## src/rtl/booth_mult_seq.sv

```systemverilog
// Sequential radix-2 Booth multiplier, signed/unsigned, start/busy/done/abort handshake.
// Optional BOOTH_ZERO_SKIP_EN: a zero operand finishes in one cycle instead of WIDTH+2.
module booth_mult_seq #(
  parameter int unsigned WIDTH = 32,
  parameter int unsigned CNT_W = $clog2(WIDTH + 2)
) (
  input  logic             clk,
  input  logic             rst,
  input  logic             start,
  input  logic             abort,
  input  logic             is_signed,
  input  logic [WIDTH-1:0] a,
  input  logic [WIDTH-1:0] b,
  output logic             busy,
  output logic             done,
  output logic [WIDTH-1:0] hi,
  output logic [WIDTH-1:0] lo
);

  localparam int unsigned XW = WIDTH + 1;
  localparam int unsigned PW = 2 * XW + 1;

`ifdef BOOTH_ZERO_SKIP_EN
  localparam bit ZERO_SKIP = 1'b1;
`else
  localparam bit ZERO_SKIP = 1'b0;
`endif

  typedef enum logic [1:0] {
    ST_IDLE = 2'd0,
    ST_RUN  = 2'd1,
    ST_DONE = 2'd2
  } state_e;

  state_e           state_q, state_d;
  logic [CNT_W-1:0] cnt_q, cnt_d;
  logic [PW-1:0]    p_q, p_d;
  logic [XW-1:0]    mcand_q, mcand_d;
  logic             busy_q, busy_d;
  logic             done_q, done_d;
  logic [WIDTH-1:0] hi_q, hi_d;
  logic [WIDTH-1:0] lo_q, lo_d;

  logic [XW-1:0] a_ext_c, b_ext_c;
  logic [PW-1:0] add_a_c, add_s_c, sum_c, step_c;
  logic          zero_op_c;

  // Operand extension to WIDTH+1 bits so the most-negative value can be negated safely.
  always_comb begin
    a_ext_c   = is_signed ? {a[WIDTH-1], a} : {1'b0, a};
    b_ext_c   = is_signed ? {b[WIDTH-1], b} : {1'b0, b};
    zero_op_c = (a == '0) || (b == '0);
  end

  // One Booth iteration: conditional add/subtract of the multiplicand, then arithmetic shift.
  always_comb begin
    add_a_c = {mcand_q, {(XW + 1){1'b0}}};
    add_s_c = {XW'(~mcand_q + XW'(1)), {(XW + 1){1'b0}}};
    case (p_q[1:0])
      2'b01:   sum_c = p_q + add_a_c;
      2'b10:   sum_c = p_q + add_s_c;
      default: sum_c = p_q;
    endcase
    step_c = {sum_c[PW-1], sum_c[PW-1:1]};
  end

  always_comb begin
    state_d = state_q;
    cnt_d   = cnt_q;
    p_d     = p_q;
    mcand_d = mcand_q;
    busy_d  = busy_q;
    done_d  = 1'b0;
    hi_d    = hi_q;
    lo_d    = lo_q;

    case (state_q)
      ST_IDLE: begin
        if (start && !abort) begin
          mcand_d = a_ext_c;
          p_d     = {{XW{1'b0}}, b_ext_c, 1'b0};
          cnt_d   = CNT_W'(XW);
          busy_d  = 1'b1;
          state_d = ST_RUN;
          if (ZERO_SKIP && zero_op_c) begin
            p_d     = '0;
            cnt_d   = '0;
            state_d = ST_DONE;
          end
        end
      end
      ST_RUN: begin
        if (abort) begin
          busy_d  = 1'b0;
          state_d = ST_IDLE;
        end else begin
          p_d   = step_c;
          cnt_d = cnt_q - CNT_W'(1);
          if (cnt_q == CNT_W'(1)) state_d = ST_DONE;
        end
      end
      ST_DONE: begin
        busy_d  = 1'b0;
        state_d = ST_IDLE;
        if (!abort) begin
          hi_d   = p_q[2*WIDTH:WIDTH+1];
          lo_d   = p_q[WIDTH:1];
          done_d = 1'b1;
        end
      end
      default: begin
        busy_d  = 1'b0;
        state_d = ST_IDLE;
      end
    endcase
  end

  always_ff @(posedge clk or posedge rst) begin
    if (rst) begin
      state_q <= ST_IDLE;
      cnt_q   <= '0;
      p_q     <= '0;
      mcand_q <= '0;
      busy_q  <= 1'b0;
      done_q  <= 1'b0;
      hi_q    <= '0;
      lo_q    <= '0;
    end else begin
      state_q <= state_d;
      cnt_q   <= cnt_d;
      p_q     <= p_d;
      mcand_q <= mcand_d;
      busy_q  <= busy_d;
      done_q  <= done_d;
      hi_q    <= hi_d;
      lo_q    <= lo_d;
    end
  end

  assign busy = busy_q;
  assign done = done_q;
  assign hi   = hi_q;
  assign lo   = lo_q;

endmodule

```

## config.mk

```make
export PLATFORM = sky130hd
export DESIGN_NAME = booth_mult_seq
export DESIGN_NICKNAME = d
export VERILOG_FILES = /design/src/rtl/booth_mult_seq.sv
export SDC_FILE = /design/constraint.sdc
export NUM_CORES = 1
export LEC_CHECK = 0
export CAP_MARGIN = 20
export CORE_ASPECT_RATIO = 1.5
export CORE_MARGIN = 1
export CORE_UTILIZATION = 35
export DETAILED_ROUTE_END_ITERATION = 10
export PLACE_DENSITY = 0.52
export SYNTH_ARGS = -nofsm -noshare
export SYNTH_HDL_FRONTEND = slang
export SYNTH_SLANG_ARGS = --single-unit
```

## constraint.sdc

```tcl
create_clock -name clk -period 7.6 [get_ports clk]
set_clock_uncertainty 0.2 [all_clocks]
set_input_delay 2.28 -clock clk [delete_from_list [all_inputs] [get_ports clk]]
set_output_delay 2.28 -clock clk [all_outputs]
set_load 0.005 [all_outputs]
```

==> impl_table.tex, run 1 <==
\begin{tabular}{lr}
\hline
Metric & Value \\
\hline
\multicolumn{2}{l}{\textbf{Run status}} \\
\quad Result of the run & complete, no violations \\
\multicolumn{2}{l}{\textbf{Drt}} \\
\quad Via density per instance & approximately 5.3 \\
\quad Average wire per cell in the routed design & 17.74 um \\
\quad Count of routing violations after the opening detailed-route iteration & between 300 and 400 \\
\quad Final wirelength & 25510 um \\
\quad Detailed-routing iteration count for the pre-antenna-repair pass & 5 \\
\quad Residual DRC count & 0 \\
\quad Count of vias placed by the detailed router & 7583 \\
\quad Antenna-violating nets left & 0 \\
\multicolumn{2}{l}{\textbf{Clock network}} \\
\quad Number of buffers created by CTS & 17 \\
\quad Worst-case clock buffer depth & 2 \\
\quad Post-cts gate resize count & 0 \\
\quad Total clock sinks & between 150 and 200 \\
\quad Buffers inserted during post-CTS setup optimization & 0 \\
\quad TritonCTS clock tree & done \\
\quad Number of buffers added to fix hold violations after cts & 0 \\
\quad Clock root buffer & clkbuf\_16 \\
\quad Clock-pin transition on the worst setup and hold timing paths & about 70 ps \\
\quad Deepest level of the CTS H-tree & 4 \\
\quad Insertion delay to the later sink of the worst-skew pair & around 440 ps \\
\multicolumn{2}{l}{\textbf{Logic synthesis}} \\
\quad Syn\_nets & 1085 \\
\quad Number of synthesized flops with an enable pin & 0 \\
\quad Average cell area after synthesis & 9.750 um2 \\
\quad Seq/Total Area, Yosys & 45.35\% \\
\quad Share of flip-flops with an asynchronous set or reset after synthesis & 100.0\% \\
\quad Post-synthesis instance area & approximately 9500 um2 \\
\quad Flop and latch count out of synthesis & 173 \\
\quad Fraction of post-synthesis cell area in the top cell type by area & between 40\% and 50\% \\
\quad Cell taking the most area after synthesis & dfrtp\_1 \\
\quad Number of unique standard cell types used by synthesis & 62 \\
\quad Top cells by area, synth & dfrtp\_1, mux2\_2, nand2\_1 \\
\quad Post-synthesis instance total & 979 \\
\quad Top flip-flop cell by instance count after synthesis & dfrtp\_1 \\
\quad Warnings, synthesis & 0 \\
\multicolumn{2}{l}{\textbf{Setup path}} \\
\quad Critical path's largest stage delay & about 650 ps \\
\quad Crit path buffers/inverters & 0 \\
\quad Kind of cell with the highest combined delay on the critical path & simple AND/OR/NAND/NOR gates \\
\quad Worst path required time & between 7000 and 8000 ps \\
\quad Worst setup path class & flop to flop \\
\quad Launching element type of the critical path & flop \\
\quad Critical-path top delay cell & or4\_1 \\
\quad Worst endpoint data arrival time & $\sim$5700 ps \\
\quad Sequence of cells on the critical path & or4\_1, or4\_4, or3\_4, or4\_4, or4\_4, or4\_4, o21ai\_0, xnor2\_1, ha\_1, a21o\_1, a21o\_1, a21oi\_1, a21boi\_0, o22a\_1, o21ai\_0, a22oi\_1, o21ai\_0 \\
\quad Crit end category & flop \\
\quad Dominant cell type by count on the critical path & or4\_4 \\
\quad Maximum net fanout on the critical path & 9 \\
\multicolumn{2}{l}{\textbf{Place}} \\
\quad Number of instances in the placed design & 1406 \\
\quad Weighted congestion reported at the end of routability-driven placement & 0.8924 \\
\quad Estimated wirelength of the detail-placed design & 17850 um \\
\quad Buffers on Ports & approximately 130 \\
\multicolumn{2}{l}{\textbf{GRT}} \\
\quad Largest net degree at the start of global routing & 80 \\
\quad All-Layer GR Usage & 19.18\% \\
\quad Initial antenna violation count & 0 \\
\quad Vias in the first global route & 7852 \\
\quad Wire length of the first global-routing pass & 41230 um \\
\quad Total congestion overflow after global routing & 0 \\
\multicolumn{2}{l}{\textbf{Finish}} \\
\quad Final std cells w/o fill & 1438 \\
\quad Diodes inserted & 0 \\
\quad Fraction of layout instances using a drive strength above 1 & 11.53\% \\
\quad Fillcell total & 2597 \\
\quad Multi-input combinational cell area & 4967 um2 \\
\quad Synth-to-layout area growth & 23.62\% \\
\quad Final net count & roughly 1200 \\
\quad Sequential Area & 4329 um2 \\
\multicolumn{2}{l}{\textbf{Power}} \\
\quad Leakage Power & 5.406 nW \\
\quad Relative contribution of sequential cells to total power & roughly 33\% \\
\quad Switching fraction of total power & 39.79\% \\
\quad Clock Power Share & 21.4\% \\
\quad Cell internal pwr & 2.528 mW \\
\quad Peak supply drop & 0.1664 mV \\
\quad Total Power & 4.199 mW \\
\quad Net load switching power & 1.671 mW \\
\quad Combinational Power Share & between 40\% and 50\% \\
\quad Power per cell area & approximately 360 nW/um2 \\
\multicolumn{2}{l}{\textbf{Timing}} \\
\quad Hold violation count in the final report & 0 \\
\quad Upper clock frequency limit & $\sim$180 MHz \\
\quad Clock period minus final worst setup slack & between 5000 and 6000 ps \\
\quad Total setup violations reported at the end of the flow & 0 \\
\quad Slew margin rel. & 19.74\% \\
\quad Worst Tran Pin Value & 1188 ps \\
\quad RSZ-0062 raised after global routing & false \\
\quad Setup TNS Final & 0 ps \\
\quad Final critical-path share of the clock period & $\sim$74\% \\
\quad Max-slew violation count & 0 \\
\multicolumn{2}{l}{\textbf{Floorplan}} \\
\quad Number of rows created at floorplan & 73 \\
\quad IO Pins & 135 \\
\quad Effective utilization at floorplan & 35.79\% \\
\quad Area of the core & 26670 um2 \\
\quad Die footprint & approximately 28000 um2 \\
\quad Chip Width & 136.8 um \\
\quad Y dimension of the die & $\sim$200 um \\
\multicolumn{2}{l}{\textbf{Run}} \\
\quad Number of max-capacitance violations reported & 0 \\
\multicolumn{2}{l}{\textbf{Min path}} \\
\quad Type of the worst min-delay path & flop to flop \\
\hline
\end{tabular}
-- sequential cells by signal, indices dropped and copies added, names as in the netlist --
register / cells
p_q: 66
mcand_q: 33
hi: 32
lo: 32
cnt_q: 6
state_q: 2
busy: 1
done: 1
-- worst reg2reg max path, cell delays in order (launching register included) --
cell	delay, ps
dfrtp_1	410
or4_1	650
or4_4	540
or3_4	350
or4_4	450
or4_4	450
or4_4	450
o21ai_0	200
xnor2_1	150
ha_1	350
a21o_1	200
a21o_1	170
a21oi_1	190
a21boi_0	210
o22a_1	150
o21ai_0	70
a22oi_1	150
o21ai_0	100
-- per-layer routing --
layer | GRT usage (%) | up-vias | share of wire (%)
li1 | - | 3713 | -
met1 | 22.92 | 3621 | 43
met2 | 33.88 | 206 | 50
met3 | 3.075 | 43 | 4.4
met4 | 7.614 | 0 | 2.6
met5 | 0 | - | 0
-- synthesized netlist by cell type (9+ instances only) --
| cell | number |
|---|---|
| nand2_1 | 178 |
| mux2i_1 | 40 |
| xnor2_1 | 48 |
| inv_1 | 15 |
| o31ai_1 | 12 |
| dfrtp_1 | 173 |
| clkbuf_1 | 50 |
| xor2_1 | 12 |
| a21oi_1 | 46 |
| nand3_1 | 20 |
| a21o_1 | 17 |
| o21ai_0 | 87 |
| nor2_1 | 42 |
| nor3_1 | 9 |
| mux2_2 | 64 |
| ha_1 | 36 |
| a32oi_1 | 9 |
-- cell type report --
class | count | area share [%]
clock inverters | 14 | 1.336
repair buffers | 145 | 12.07
flip-flops and latches | 173 | 36.69
multi-input cells | 736 | 42.10
clock buffers | 18 | 3.722
inverters | 15 | 0.5196
well taps | 337 | 3.573
-- cells by family (layout without fill, tap and decap cells) --
kind of cell / Yosys count / after routing / share of synthesized area [%]
compound gates: 230 / 230 / 15.13
xor+xnor: 60 / 60 / 5.505
fa+ha+maj: 37 / 37 / 4.929
buf+inv: 70 / 192 / 2.831
flops: 173 / 173 / 45.35
mux: 104 / 104 / 11.74
simple gates: 305 / 305 / 14.51
-- final timing paths --
| check | start | end | slack [ps] | cells after the start |
|---|---|---|---|---|
| max in group asynchronous | rst | hi[13] | 3920 | 3 |
| worst max register to register | mcand_q[0] | p_q[63] | 2010 | 17 |
| min in group asynchronous | rst | p_q[18] | 2150 | 2 |
| worst min-delay path | p_q[11] | p_q[11] | 300 | 2 |
| worst min register to register | p_q[11] | p_q[11] | 300 | 2 |
| worst max-delay path | mcand_q[0] | p_q[63] | 2010 | 17 |
-- power by group through the flow --
stage,clock [mW],sequential [mW],combinational [mW]
after floorplan,0,1.36,1.34
after global placement,0,1.42,1.88
after detailed placement,0,1.42,1.89
after CTS,0.935,1.41,1.90
after global routing,0.967,1.44,2.12
final,0.900,1.40,1.90
-- cells in the final DEF, fill, tap and decap left out, types with 7 or more instances in the layout --
cell type / n
ha_1: 36
nor3_1: 9
clkdlybuf4s50_1: 134
dfrtp_1: 173
buf_4: 11
mux2_2: 64
nand4_1: 7
nand2_1: 178
nand3_1: 20
mux2i_1: 40
clkbuf_16: 17
a21o_1: 17
o21ai_0: 87
nor2_1: 41
a21oi_1: 46
a211oi_1: 7
inv_1: 14
xnor2_1: 48
o31ai_1: 12
a32oi_1: 9
xor2_1: 12
a31oi_1: 7
-- stage by stage --
| step | setup WS [ps] | hold slack, ps | cell area, um2 | utilization, % |
|---|---|---|---|---|
| global route | 1750 | 320.2 | 11800 | 44.24 |
| detailed placement | 2046 | 290.5 | 11200 | 42.01 |
| CTS | 2038 | 307.6 | 11800 | 44.24 |
| floorplan | 431.5 | 259.6 | 9545 | - |
| global placement | 2071 | 282.0 | 11200 | 42.01 |
| finish | 2013 | 301.8 | 11800 | 44.24 |
Note: power is estimated with default switching activity, not from simulation.
==> run 2, diff against run 1 <==
Settings changed: PLACE_DENSITY 0.52 to 0.54.
Clock period 7.6 ns to 4.9 ns, I/O delays scaled along.
==> run 2 against run 1 <==
Compared with the run above:
- the run now ends with negative setup slack left
- sequential power rose by 55%
- maximum frequency increased by 7.7%
- final area grew 5.6%
==> impl_table.tex, run 2 (synthesis gave the netlist of run 1 again) <==
\begin{tabular}{lr}
\hline
Metric & Value \\
\hline
\multicolumn{2}{l}{\textbf{Setup path}} \\
\quad Worst setup path class & flop to flop \\
\quad R2r worst-path depth & 17 (unchanged) \\
\quad Critical path's largest stage delay & 550 ps (-100 ps) \\
\quad Launching element type of the critical path & flop \\
\quad Reg2reg setup slack & -290 ps (-2300 ps) \\
\quad End of the worst register-to-register path & p\_q[63] \\
\quad Crit end category & flop \\
\quad Kind of cell with the highest combined delay on the critical path & simple AND/OR/NAND/NOR gates \\
\quad Critical path depth & 17 (unchanged) \\
\quad Dominant cell type by count on the critical path & or4\_4 \\
\quad Maximum net fanout on the critical path & 4 (-5) \\
\quad Sequence of cells on the critical path & or4\_4, or4\_4, or3\_4, or4\_4, or4\_4, or4\_4, o21ai\_2, xnor2\_2, ha\_4, a21o\_1, a21o\_1, a21oi\_2, a21boi\_2, o22a\_1, o21ai\_1, a22oi\_1, o21ai\_1 \\
\quad Worst path required time & 5020 ps (-2660 ps) \\
\quad Worst endpoint data arrival time & 5300 ps (-370 ps) \\
\quad Crit path buffers/inverters & 0 (unchanged) \\
\quad Reg-to-Reg Start & mcand\_q[7] \\
\quad Critical-path top delay cell & or4\_4 \\
\multicolumn{2}{l}{\textbf{Floorplan}} \\
\quad Area of the core & 26670 um2 (unchanged) \\
\quad Effective utilization at floorplan & 35.79\% (unchanged) \\
\quad Y dimension of the die & 204.3 um (unchanged) \\
\quad IO Pins & 135 (unchanged) \\
\quad Chip Width & 136.8 um (unchanged) \\
\quad Die footprint & 27950 um2 (unchanged) \\
\quad Number of rows created at floorplan & 73 (unchanged) \\
\multicolumn{2}{l}{\textbf{Finish}} \\
\quad Top flop regs & p\_q x66, mcand\_q x33 \\
\quad Final std cells w/o fill & 1494 (+3.9\%) \\
\quad Final net count & 1251 (+4.8\%) \\
\quad Fillcell total & 2537 (-2.3\%) \\
\quad Fraction of layout instances using a drive strength above 1 & 17.55\% (+6.0 points) \\
\quad Leading cell types in the layout, fill and taps excluded & nand2\_1, dfrtp\_1, clkdlybuf4s50\_1 \\
\quad Max reg flops & 66 (unchanged) \\
\quad Util after Layout & 46.73\% (+2.5 points) \\
\quad Register ranked first by flip-flop count & p\_q \\
\quad Commonest non-fill, non-tap cell in the layout & nand2\_1 \\
\quad Synth-to-layout area growth & 30.57\% \\
\quad Diodes inserted & 0 (unchanged) \\
\multicolumn{2}{l}{\textbf{Timing}} \\
\quad Total setup violations reported at the end of the flow & 5 (+5) \\
\quad Hold violation count in the final report & 0 (unchanged) \\
\quad Worst Tran Pin Value & 993.4 ps (-194.9 ps) \\
\quad RSZ-0062 raised after global routing & true \\
\quad Max-slew violation count & 0 (unchanged) \\
\quad Least setup slack across all paths after layout & -286.4 ps (-2299 ps) \\
\quad Upper clock frequency limit & 192.8 MHz (+7.7\%) \\
\quad Clock period minus final worst setup slack & 5186 ps (-400.7 ps) \\
\quad Slew margin rel. & 33.77\% (+14 points) \\
\quad Final critical-path share of the clock period & 105.8\% (+32 points) \\
\multicolumn{2}{l}{\textbf{GRT}} \\
\quad Wire length of the first global-routing pass & 41170 um (-0.17\%) \\
\quad Total congestion overflow after global routing & 0 (unchanged) \\
\quad Initial antenna violation count & 0 (unchanged) \\
\quad Largest net degree at the start of global routing & 55 (-31\%) \\
\quad All-Layer GR Usage & 19.01\% (-0.17 points) \\
\quad Vias in the first global route & 7978 (+1.6\%) \\
\multicolumn{2}{l}{\textbf{Power}} \\
\quad Leakage Power & 5.749 nW (+6.4\%) \\
\quad Power per cell area & 559.6 nW/um2 (+57\%) \\
\quad Peak supply drop & 0.3191 mV (+92\%) \\
\quad Total Power & 6.974 mW (+66\%) \\
\multicolumn{2}{l}{\textbf{Drt}} \\
\quad Count of routing violations after the opening detailed-route iteration & 415 (+8.6\%) \\
\quad Count of vias placed by the detailed router & 7746 (+2.1\%) \\
\quad Via density per instance & 5.185 (-1.7\%) \\
\quad Residual DRC count & 0 (unchanged) \\
\quad Detailed-routing iteration count for the pre-antenna-repair pass & 4 (-1) \\
\quad Antenna-violating nets left & 0 (unchanged) \\
\quad Final wirelength & 25150 um (-1.4\%) \\
\quad Average wire per cell in the routed design & 16.83 um (-5.1\%) \\
\multicolumn{2}{l}{\textbf{Run status}} \\
\quad Result of the run & complete, but fails checks \\
\quad Failing checks & negative setup slack \\
\multicolumn{2}{l}{\textbf{Place}} \\
\quad Buffers on Ports & 134 (unchanged) \\
\quad Weighted congestion reported at the end of routability-driven placement & 0.8747 (-2.0\%) \\
\quad Number of instances in the placed design & 1461 (+3.9\%) \\
\quad Worst-case setup slack after placement & -296.6 ps (-2342 ps) \\
\quad Estimated wirelength of the detail-placed design & 18340 um (+2.8\%) \\
\multicolumn{2}{l}{\textbf{Clock network}} \\
\quad Total clock sinks & 173 (unchanged) \\
\quad Clock root buffer & clkbuf\_16 \\
\quad Number of buffers created by CTS & 17 (unchanged) \\
\quad Worst-case clock buffer depth & 2 (unchanged) \\
\quad Number of buffers added to fix hold violations after cts & 0 (unchanged) \\
\quad Deepest level of the CTS H-tree & 4 (unchanged) \\
\quad Insertion delay to the later sink of the worst-skew pair & 440 ps (about the same) \\
\quad Clock-pin transition on the worst setup and hold timing paths & 70 ps (about the same) \\
\quad TritonCTS clock tree & done \\
\multicolumn{2}{l}{\textbf{Min path}} \\
\quad Type of the worst min-delay path & flop to flop \\
\quad Hold Crit Endpoint & hi[7] \\
\quad Depth of the worst hold-timing path & 1 (-1) \\
\quad Hold path startpoint & hi[7] \\
\multicolumn{2}{l}{\textbf{Run}} \\
\quad Number of max-capacitance violations reported & 0 (unchanged) \\
\hline
\end{tabular}
==> run 2: final cells by class <==
type	instances	area (um2)	area share [%]
tap	337	421.7	3.383
sequential	173	4329	34.74
multi-input combinational	736	5086	40.81
timing repair buffer	202	1918	15.39
clock buffer	20	466.7	3.745
inverter	15	60.06	0.4819
clock inverter	11	181.4	1.456
==> run 2: timing repair <==
item	in CTS	in global routing
buffers inserted	1	1
pin swaps	2	2
gates resized for setup	6	15
setup endpoints to repair	5	9
==> run 2: report_power, final <==
part	switching (mW)	internal [mW]	total, mW
clock network	0.597	0.901	1.50
logic	1.72	1.59	3.31
registers	0.351	1.82	2.17
==> run 2: layer usage <==
metal	vias to the layer above	share of wire (%)	wire, um	global-route usage, %
met4	0	1.9	488	7.339
met3	34	3.6	917	3.075
met5	-	0	0	0
met1	3723	43	10750	22.49
met2	180	52	12990	33.90
li1	3809	-	-	-
==> run 2: metrics by stage <==
| step | cell area, um2 | hold WS, ps | setup TNS (ps) |
|---|---|---|---|
| floorplan | 9599 | 259.6 | -777.7 |
| global placement | 11710 | 285.7 | -927.8 |
| detailed placement | 11710 | 291.2 | -1073 |
| CTS | 12380 | 309.8 | -1099 |
| global route | 12460 | 325.1 | -1878 |
| finish | 12460 | 304.7 | -1091 |
==> run 2: how the worst max path moves through the flow <==
stage	from	endpoint	slack (ps)
after global routing	mcand_q[7]	p_q[63]	-430
final	mcand_q[7]	p_q[63]	-290
after floorplan	mcand_q[5]	p_q[65]	-290
after detailed placement	mcand_q[0]	p_q[63]	-300
after CTS	mcand_q[7]	p_q[63]	-280
after global placement	mcand_q[0]	p_q[63]	-280
==> run 3, diff against run 2 <==
Settings changed: ABC_CLOCK_PERIOD_IN_PS set to 4900, REMOVE_ABC_BUFFERS set to 1, TNS_END_PERCENT set to 5.
==> run 3 against run 2 <==
Compared with the run above:
- total power is 3.1% lower
- worst hold slack got worse by 8.9 ps
- sequential share of layout area grew 0.25 points
- the flow still finishes with violations (negative setup slack)
- register-to-register slack worse by 160 ps
- wire length is 3.0% lower
- maximum frequency down 3.0%
- sequential power hardly changed
- core utilization is 0.33 points lower
- combinational power is essentially flat
- highest routed layer unchanged
==> impl_table.tex, run 3 (synthesis gave the netlist of run 1 again) <==
\begin{tabular}{lr}
\hline
Metric & Value \\
\hline
\multicolumn{2}{l}{\textbf{Setup path}} \\
\quad Worst endpoint data arrival time & 5490 ps (+190 ps) \\
\quad Reg2reg setup slack & -450 ps (-160 ps) \\
\quad Launching element type of the critical path & flop \\
\quad Maximum net fanout on the critical path & 5 (+1) \\
\quad Worst path required time & 5050 ps (+30 ps) \\
\quad R2r worst-path depth & 15 (-2) \\
\quad End of the worst register-to-register path & p\_q[65] \\
\quad Worst setup path class & flop to flop \\
\quad Reg-to-Reg Start & mcand\_q[4] \\
\quad Crit end category & flop \\
\multicolumn{2}{l}{\textbf{GRT}} \\
\quad Wire length of the first global-routing pass & 40050 um (-2.7\%) \\
\quad Vias in the first global route & 8006 (+0.35\%) \\
\quad Initial antenna violation count & 0 (unchanged) \\
\quad Largest net degree at the start of global routing & 71 (+29\%) \\
\quad Total congestion overflow after global routing & 0 (unchanged) \\
\quad All-Layer GR Usage & 18.32\% (-0.69 points) \\
\multicolumn{2}{l}{\textbf{Min path}} \\
\quad Type of the worst min-delay path & flop to flop \\
\quad Hold path startpoint & mcand\_q[32] \\
\quad Depth of the worst hold-timing path & 2 (+1) \\
\quad Hold Crit Endpoint & mcand\_q[32] \\
\multicolumn{2}{l}{\textbf{Run status}} \\
\quad Result of the run & complete, but fails checks \\
\quad Failing checks & negative setup slack \\
\multicolumn{2}{l}{\textbf{Power}} \\
\quad Leakage Power & 5.747 nW (about the same) \\
\quad Peak supply drop & 0.2291 mV (-28\%) \\
\quad Power per cell area & 546.0 nW/um2 (-2.4\%) \\
\multicolumn{2}{l}{\textbf{Finish}} \\
\quad Multi-input combinational cell area & 5034 um2 (-1.0\%) \\
\quad Max reg flops & 66 (unchanged) \\
\quad Commonest non-fill, non-tap cell in the layout & nand2\_1 \\
\quad Fraction of layout instances using a drive strength above 1 & 17.37\% (-0.18 points) \\
\quad Final net count & 1263 (+0.96\%) \\
\quad Fillcell total & 2621 (+3.3\%) \\
\quad Register ranked first by flip-flop count & p\_q \\
\quad Leading cell types in the layout, fill and taps excluded & nand2\_1, dfrtp\_1, clkdlybuf4s50\_1 \\
\quad Synth-to-layout area growth & 29.65\% \\
\quad Util after Layout & 46.40\% (-0.33 points) \\
\quad Sequential Area & 4329 um2 (unchanged) \\
\quad Diodes inserted & 0 (unchanged) \\
\quad Top flop regs & p\_q x66, mcand\_q x33 \\
\multicolumn{2}{l}{\textbf{Place}} \\
\quad Buffers on Ports & 134 (unchanged) \\
\quad Estimated wirelength of the detail-placed design & 18150 um (-1.1\%) \\
\quad Weighted congestion reported at the end of routability-driven placement & 0.8633 (-1.3\%) \\
\quad Worst-case setup slack after placement & -503.6 ps (-207.0 ps) \\
\multicolumn{2}{l}{\textbf{Clock network}} \\
\quad TritonCTS clock tree & done \\
\quad Insertion delay to the later sink of the worst-skew pair & 430 ps (about the same) \\
\quad Worst-case clock buffer depth & 2 (unchanged) \\
\quad Number of buffers created by CTS & 17 (unchanged) \\
\quad Total clock sinks & 173 (unchanged) \\
\quad Deepest level of the CTS H-tree & 4 (unchanged) \\
\quad Clock-pin transition on the worst setup and hold timing paths & 70 ps (about the same) \\
\quad Clock root buffer & clkbuf\_16 \\
\multicolumn{2}{l}{\textbf{Timing}} \\
\quad Max-slew violation count & 0 (unchanged) \\
\quad Worst Tran Pin Value & 1011 ps (+17.81 ps) \\
\quad Final critical-path share of the clock period & 109.1\% (+3.2 points) \\
\quad Upper clock frequency limit & 187.1 MHz (-3.0\%) \\
\quad Hold violation count in the final report & 0 (unchanged) \\
\quad RSZ-0062 raised after global routing & true \\
\quad Least setup slack across all paths after layout & -445.3 ps (-158.8 ps) \\
\quad Total setup violations reported at the end of the flow & 5 (unchanged) \\
\quad Clock period minus final worst setup slack & 5345 ps (+158.8 ps) \\
\quad Slew margin rel. & 32.59\% (-1.2 points) \\
\multicolumn{2}{l}{\textbf{Floorplan}} \\
\quad Number of rows created at floorplan & 73 (unchanged) \\
\quad Y dimension of the die & 204.3 um (unchanged) \\
\quad IO Pins & 135 (unchanged) \\
\quad Chip Width & 136.8 um (unchanged) \\
\quad Area of the core & 26670 um2 (unchanged) \\
\quad Effective utilization at floorplan & 35.79\% (unchanged) \\
\quad Die footprint & 27950 um2 (unchanged) \\
\multicolumn{2}{l}{\textbf{Drt}} \\
\quad Count of vias placed by the detailed router & 7710 (-0.46\%) \\
\quad Antenna-violating nets left & 0 (unchanged) \\
\quad Final wirelength & 24400 um (-3.0\%) \\
\quad Residual DRC count & 0 (unchanged) \\
\quad Detailed-routing iteration count for the pre-antenna-repair pass & 6 (+2) \\
\quad Via density per instance & 5.120 (-1.3\%) \\
\quad Count of routing violations after the opening detailed-route iteration & 336 (-19\%) \\
\quad Average wire per cell in the routed design & 16.20 um (-3.8\%) \\
\multicolumn{2}{l}{\textbf{Run}} \\
\quad Number of max-capacitance violations reported & 0 (unchanged) \\
\hline
\end{tabular}
==> run 3: cell count changes in the layout (fill, tap and decap cells not counted), moves of 2 or more <==
cell | before | now
xnor2_2 | 2 | 0
xnor2_1 | 46 | 48
ha_1 | 34 | 36
buf_4 | 62 | 77
a21oi_1 | 42 | 45
o21ai_0 | 80 | 82
buf_12 | 5 | 2
a21oi_2 | 4 | 1
bufinv_16 | 4 | 1
clkinv_2 | 0 | 3
clkbuf_8 | 3 | 1
==> run 3: layout make-up <==
cell class                      count  share of cell area [%]
Sequential cell                   173                   34.98
Timing Repair Buffer              214                   15.92
Inverter                           15                  0.4954
Multi-Input combinational cell    736                   40.67
Clock inverter                     12                  0.9403
Clock buffer                       19                   3.579
Tap cell                          337                   3.407
==> run 3: metrics by stage <==
step / power [mW] / instance area [um2] / hold WS (ps) / setup TNS [ps] / instances
global placement: 5.408 / 11740 / 279.5 / -1943 / 1474
global route: 7.308 / 12380 / 315.6 / -2550 / 1506
detailed placement: 5.438 / 11740 / 285.5 / -2175 / 1474
floorplan: 4.164 / 9331 / 259.6 / -564500 / 924
finish: 6.757 / 12380 / 295.9 / -1683 / 1506
CTS: 6.804 / 12340 / 299.9 / -1687 / 1505
==> run 3: worst max-delay path by stage <==
| stage | from | to | slack [ps] | depth (start not counted) |
|---|---|---|---|---|
| finish | mcand_q[4] | p_q[65] | -450 | 15 |
| global route | mcand_q[4] | p_q[65] | -580 | 15 |
| global placement | mcand_q[1] | p_q[64] | -490 | 16 |
| floorplan | abort | p_q[62] | -3360 | 5 |
| CTS | mcand_q[4] | p_q[65] | -440 | 15 |
| detailed placement | mcand_q[0] | p_q[64] | -500 | 16 |
==> run 3: worst max-delay path, stage by stage (launching register included) <==
cell	delay (ps)
dfrtp_1	380
or4_4	540
or4_4	560
or3_4	350
or4_4	440
or4_4	440
or4_4	450
buf_6	140
o41ai_4	210
xnor2_1	170
ha_1	310
a21o_1	190
a21o_1	170
or4_1	400
a41o_1	210
o211ai_1	80
==> run 3: power breakdown <==
| part | switching [mW] | internal [mW] | total [mW] |
|---|---|---|---|
| clock | 0.594 | 0.717 | 1.31 |
| combinational | 1.65 | 1.63 | 3.28 |
| sequential | 0.354 | 1.82 | 2.17 |
| total | 2.60 | 4.16 | 6.76 |
==> run 3: repair_timing <==
| item | CTS | global route |
|---|---|---|
| hold endpoints to repair | 0 | 0 |
| endpoints found under the setup margin | 6 | 6 |
| buffers inserted | 0 | 1 |
| pin swaps | 0 | 3 |
| hold buffers | 0 | 0 |
| resized for setup | 11 | 7 |
==> run 3: layer usage <==
layer  vias up  wire length, um  track usage [%]
li1       3841                -                -
met4         0              441            6.162
met3        27              742            2.852
met2       128            12720            33.50
met1      3714            10500            21.39
met5         -                0                0
